--- src/rtl/baud_tick_generator.sv ---
// Programmable UART baud tick source: os_tick every div clocks, with mid/bit ticks at OVERSAMPLE os_ticks per bit.
// Optional fractional divisor accumulator is built when BAUD_FRAC_EN is defined.
module baud_tick_generator #(
   parameter int unsigned DIV_W       = 16,
   parameter int unsigned OVERSAMPLE  = 16,
   parameter int unsigned DEFAULT_DIV = 8,
   parameter int unsigned FRAC_W      = 4
) (
   input  logic              clk,
   input  logic              rst,
   input  logic              en_i,
   input  logic [DIV_W-1:0]  div_in_i,
   input  logic [FRAC_W-1:0] frac_in_i,
   input  logic              div_load_i,
   input  logic              restart_i,
   output logic              os_tick_o,
   output logic              mid_tick_o,
   output logic              bit_tick_o,
   output logic [DIV_W-1:0]  div_cur_o,
   output logic              div_err_o
);

   localparam int unsigned     OS_W    = $clog2(OVERSAMPLE);
   localparam logic [OS_W-1:0] MID_IDX = OS_W'(OVERSAMPLE / 2 - 1);
   localparam logic [OS_W-1:0] BIT_IDX = OS_W'(OVERSAMPLE - 1);

   logic [DIV_W-1:0] clk_cnt_q, clk_cnt_d;
   logic [DIV_W-1:0] div_q, div_d;
   logic [OS_W-1:0]  os_cnt_q, os_cnt_d;
   logic             os_tick_q, os_tick_d;
   logic             mid_tick_q, mid_tick_d;
   logic             bit_tick_q, bit_tick_d;
   logic             div_err_q, div_err_d;
   logic             load_ok;
   logic             terminal;
   logic [DIV_W:0]   period_m1;

`ifdef BAUD_FRAC_EN
   logic [FRAC_W-1:0] frac_q, frac_d;
   logic [FRAC_W-1:0] acc_q, acc_d;
   // Carry out of the accumulator lengthens the os period that follows it by one clock.
   logic              stretch_q, stretch_d;

   assign period_m1 = {1'b0, div_q} - (DIV_W+1)'(1) + {{DIV_W{1'b0}}, stretch_q};
`else
   logic unused_frac;

   assign unused_frac = ^frac_in_i;
   assign period_m1   = {1'b0, div_q} - (DIV_W+1)'(1);
`endif

   assign load_ok  = div_load_i && (div_in_i != '0);
   assign terminal = en_i && ({1'b0, clk_cnt_q} == period_m1);

   always_comb begin
      // NOTE: every variable gets a default first so no path through this block infers a latch.
      clk_cnt_d  = clk_cnt_q;
      os_cnt_d   = os_cnt_q;
      div_d      = div_q;
      os_tick_d  = 1'b0;
      mid_tick_d = 1'b0;
      bit_tick_d = 1'b0;
      div_err_d  = 1'b0;
`ifdef BAUD_FRAC_EN
      frac_d     = frac_q;
      acc_d      = acc_q;
      stretch_d  = stretch_q;
`endif
      if (load_ok) begin
         div_d     = div_in_i;
         clk_cnt_d = '0;
         os_cnt_d  = '0;
`ifdef BAUD_FRAC_EN
         frac_d    = frac_in_i;
         acc_d     = '0;
         stretch_d = 1'b0;
`endif
      end else begin
         div_err_d = div_load_i;
         if (restart_i) begin
            clk_cnt_d = '0;
            os_cnt_d  = '0;
`ifdef BAUD_FRAC_EN
            acc_d     = '0;
            stretch_d = 1'b0;
`endif
         end else if (terminal) begin
            clk_cnt_d  = '0;
            os_cnt_d   = os_cnt_q + OS_W'(1);
            os_tick_d  = 1'b1;
            mid_tick_d = (os_cnt_q == MID_IDX);
            bit_tick_d = (os_cnt_q == BIT_IDX);
`ifdef BAUD_FRAC_EN
            {stretch_d, acc_d} = {1'b0, acc_q} + {1'b0, frac_q};
`endif
         end else if (en_i) begin
            clk_cnt_d = clk_cnt_q + DIV_W'(1);
         end
      end
   end

   // NOTE: state registers use non-blocking assignments so every flop samples pre-edge values.
   always_ff @(posedge clk or posedge rst) begin
      if (rst) begin
         clk_cnt_q  <= '0;
         os_cnt_q   <= '0;
         div_q      <= DIV_W'(DEFAULT_DIV);
         os_tick_q  <= 1'b0;
         mid_tick_q <= 1'b0;
         bit_tick_q <= 1'b0;
         div_err_q  <= 1'b0;
`ifdef BAUD_FRAC_EN
         frac_q     <= '0;
         acc_q      <= '0;
         stretch_q  <= 1'b0;
`endif
      end else begin
         clk_cnt_q  <= clk_cnt_d;
         os_cnt_q   <= os_cnt_d;
         div_q      <= div_d;
         os_tick_q  <= os_tick_d;
         mid_tick_q <= mid_tick_d;
         bit_tick_q <= bit_tick_d;
         div_err_q  <= div_err_d;
`ifdef BAUD_FRAC_EN
         frac_q     <= frac_d;
         acc_q      <= acc_d;
         stretch_q  <= stretch_d;
`endif
      end
   end

   assign os_tick_o  = os_tick_q;
   assign mid_tick_o = mid_tick_q;
   assign bit_tick_o = bit_tick_q;
   assign div_cur_o  = div_q;
   assign div_err_o  = div_err_q;

endmodule

--- config.mk ---
export PLATFORM = sky130hd
export DESIGN_NAME = baud_tick_generator
export DESIGN_NICKNAME = d
export VERILOG_FILES = /design/src/rtl/baud_tick_generator.sv
export SDC_FILE = /design/constraint.sdc
export NUM_CORES = 1
export LEC_CHECK = 0
export ABC_AREA = 0
export CORE_UTILIZATION = 56
export DETAILED_ROUTE_END_ITERATION = 7
export MAX_ROUTING_LAYER = met4
export PLACE_DENSITY_LB_ADDON = 0.2
export SYNTH_ARGS = -nofsm -noshare
export SYNTH_HDL_FRONTEND = slang
export SYNTH_SLANG_ARGS = --single-unit
--- constraint.sdc ---
create_clock -name clk -period 6.33 [get_ports clk]
set_clock_uncertainty 0.05 [all_clocks]
set_input_delay 1.266 -clock clk [delete_from_list [all_inputs] [get_ports clk]]
set_output_delay 1.266 -clock clk [all_outputs]
set_load 0.02 [all_outputs]
==> impl_metrics.tcl <==
set metrics [dict create \
    fp.dieH_um 66.7 \
    detail-route-antenna-nets 0 \
    vias 1938 \
    critPathArrivalTime_ps 3500 \
    syn2layout_area_growth_pct 23.5 \
    reg2reg_to "clk_cnt_q[3]" \
    ys_types 52 \
    maxSlewViolCount 0 \
    slew_headroom 0.465 \
    postPlaceCellArea_sq_um 2780 \
    yosysSeqAreaShare 0.428 \
    start_kind "primary input" \
    fmax_mhz 301 \
    synth_area_sq_um 2340 \
    cts_max_level 2 \
    clkTransAtPathRegs_ps 90 \
    synthMuxAreaShare 0.0662 \
    drc 0 \
    hold_buffers 0 \
    critPathMaxStageDelay_ps 450 \
    gr-total-overflow 0 \
    tritoncts "done" \
    drt_iter0_drc 135 \
    ctsRootBufferMaster "clkbuf_8" \
    gp_congestion 0.861 \
    hp-start "os_cnt_q[3]" \
    rsz0062_at_grt "false" \
    fin_area_sq_um 2890 \
    dp_hpwl_um 3870 \
    critical_path_class "primary input to flip-flop" \
    viasPerCell 5.91 \
    grt_use_total 0.276 \
    clock_latency_ps 300 \
    synth_ff_type "dfrtp_1" \
    crit_slowest_cell "clkdlybuf4s50_1" \
    synth_top_family_by_area "simple AND/OR/NAND/NOR gates" \
    peakVddDrop_mv 0.132 \
    fillCellCount 308 \
    cp_cell_sequence "clkdlybuf4s50_1 > nor4_1 > nand4_1 > and2_1 > nor2_1 > o21ai_2 > nor2_1" \
    port_buffers 40 \
    totalPowerFinal_uw 610 \
    r2r_start "div_cur_o[0]" \
    clock-sinks 40 \
    hp-class "flip-flop to flip-flop" \
    cellPowerDensity_nw_per_um2 211 \
    cts_resized 0 \
    crit_top_cell "nor2_1" \
    start_util 0.586 \
    rows 23 \
    synth_seq_cells 40 \
    drive_above_1_share 0.119 \
    leakagePower_uw 0.00115 \
    yosysWarnings 0 \
    antennaDiodeCount 0 \
    grt_max_degree 41 \
    yosys.area_share.simple 0.242 \
    setup_violations 0 \
    synthesis.nets 265 \
    hold_end "mid_tick_o" \
    worst_hold_path.num_cells 1 \
    cp-end-kind "flip-flop" \
    antenna_found_initial 0 \
    required_ps 6500 \
    grt_pass1_vias 1815 \
    synth-compound-area-share 0.105 \
    cts.path.max_buffers 2 \
    fin_nets 305 \
    utilization 0.723 \
    synth_xor_area_frac 0.119 \
    status "complete, no violations" \
    setup_tns_ps 0 \
    grt_pass1_wl_um 8690 \
    synthArstFlopShare 1.00 \
    numCtsBuffers 5 \
    routed_wl_um 5320 \
    coreArea_sq_um 4000 \
    critical_path.max_fanout 20 \
    die_area_sq_um 4450 \
    rr_worst_depth 9 \
    synth_fa_ha_area_frac 0.0160 \
    post-route-min-period_ps 3330 \
    fp.dieW_um 66.7 \
    synth_edf_count 0 \
    wire_per_inst_um 16.2 \
    postCtsSetupBuffers 0 \
    maxCapViolCount 0 \
    rrSetupSlack_ps 3180 \
    synthCells 237 \
    ios 45 \
    final-hold-violation-count 0 \
    firstDrtPassIters 6 \
    tightestPinTransition_ps 802 \
    post-route-period-util 0.526 \
    syn_avg_cell_area_sq_um 9.89 \
]
## synthesized netlist by cell type (2+ instances only)
cell,n,area (sq um)
nor3_1,5,25.0
nand3_1,5,25.0
dfrtp_1,39,976
xnor2_1,17,149
and4_1,2,17.5
o21ai_0,7,35.0
nand2b_1,2,12.5
a31oi_1,2,12.5
mux2i_1,2,20.0
o31ai_1,2,15.0
a21oi_1,5,25.0
a21boi_0,2,15.0
or2_2,2,12.5
and3_1,2,12.5
or4_1,2,15.0
nor2b_1,2,12.5
clkbuf_1,6,22.5
or3_1,2,12.5
mux2_2,12,135
ha_1,3,37.5
nor4_1,10,62.6
o21ai_2,2,17.5
nand4_1,9,56.3
o211a_1,2,20.0
o2111ai_1,2,17.5
nor2_1,31,116
xor2_1,13,114
inv_1,7,26.3
and2_1,2,12.5
nand2_1,16,60.1
## critical path, delay by kind of cell
| kind | cells | cell delay [ps] |
|---|---|---|
| AO/OA/AOI/OAI | 1 | 260 |
| AND/OR/NAND/NOR | 5 | 1510 |
| buffers and inverters | 1 | 450 |
## per-layer routing
layer,track usage,wire length [um],part of all wire,up-vias
met5,-,0,0,-
met2,0.436,2630,0.50,45
met3,0.0582,236,0.044,8
met4,0.104,96,0.018,0
li1,-,-,-,931
met1,0.348,2350,0.44,954
## cells by family after synthesis
group,after synthesis
AOI/OAI and AO/OA,34
xor gates and xnor gates,31
adders and majority gates,3
buffers and inverters,15
DFF,40
muxes,14
and+or+nand+nor,100
## where the power goes
| group | internal (uW) | switching (uW) | leakage [uW] |
|---|---|---|---|
| Combinational | 57.2 | 54.9 | 0.000577 |
| Sequential | 266 | 22.3 | 0.000522 |
| Clock | 117 | 93.2 | 0.0000541 |
## how the worst max path moves through the flow
stage	start	end	slack, ps
after floorplan	div_cur_o[0]	os_cnt_q[3]	3490
after global placement	div_in_i[10]	mid_tick_o	2720
after detailed placement	div_in_i[10]	mid_tick_o	2690
after CTS	div_in_i[13]	mid_tick_o	3020
after global routing	div_in_i[13]	clk_cnt_q[3]	2730
final	div_in_i[13]	clk_cnt_q[3]	3000
## flip-flops by register name, summed over array words and instances, names as in the netlist
register / count
clk_cnt_q: 16
div_cur_o: 16
os_cnt_q: 4
div_err_o: 1
mid_tick_o: 1
os_tick_o: 1
bit_tick_o: 1
## final cells by class
type                    count  area, sq um  share of cell area
well taps                  50         62.6              0.0216
multi-input cells         182         1280               0.444
clock buffers               5         68.8              0.0238
clock inverters             3         42.5              0.0147
repair buffers             41          408               0.141
flip-flops and latches     40         1000               0.346
inverters                   7         26.3             0.00908
## cell usage in the layout, fill, tap and decap left out, types with 3 or more instances in the layout
master,n
nand2_1,16
dfrtp_1,39
nand3_1,5
o21ai_0,7
nand4_1,9
nor2_1,31
a21oi_1,5
ha_1,3
xor2_1,13
xnor2_1,17
nor3_1,5
inv_1,7
clkbuf_8,5
mux2_2,12
clkdlybuf4s50_1,40
nor4_1,10
## through the flow
| stage | setup slack [ps] | std cells | hold slack (ps) |
|---|---|---|---|
| 6_report | 3000 | 328 | 455 |
| 5_1_grt | 2730 | 328 | 472 |
| 4_1_cts | 3020 | 328 | 457 |
| 3_5_place_dp | 2690 | 320 | 446 |
| 3_3_place_gp | 2720 | 320 | 424 |
| 2_1_floorplan | 3490 | 237 | 393 |
No activity file was read; power rests on OpenSTA's default activity.
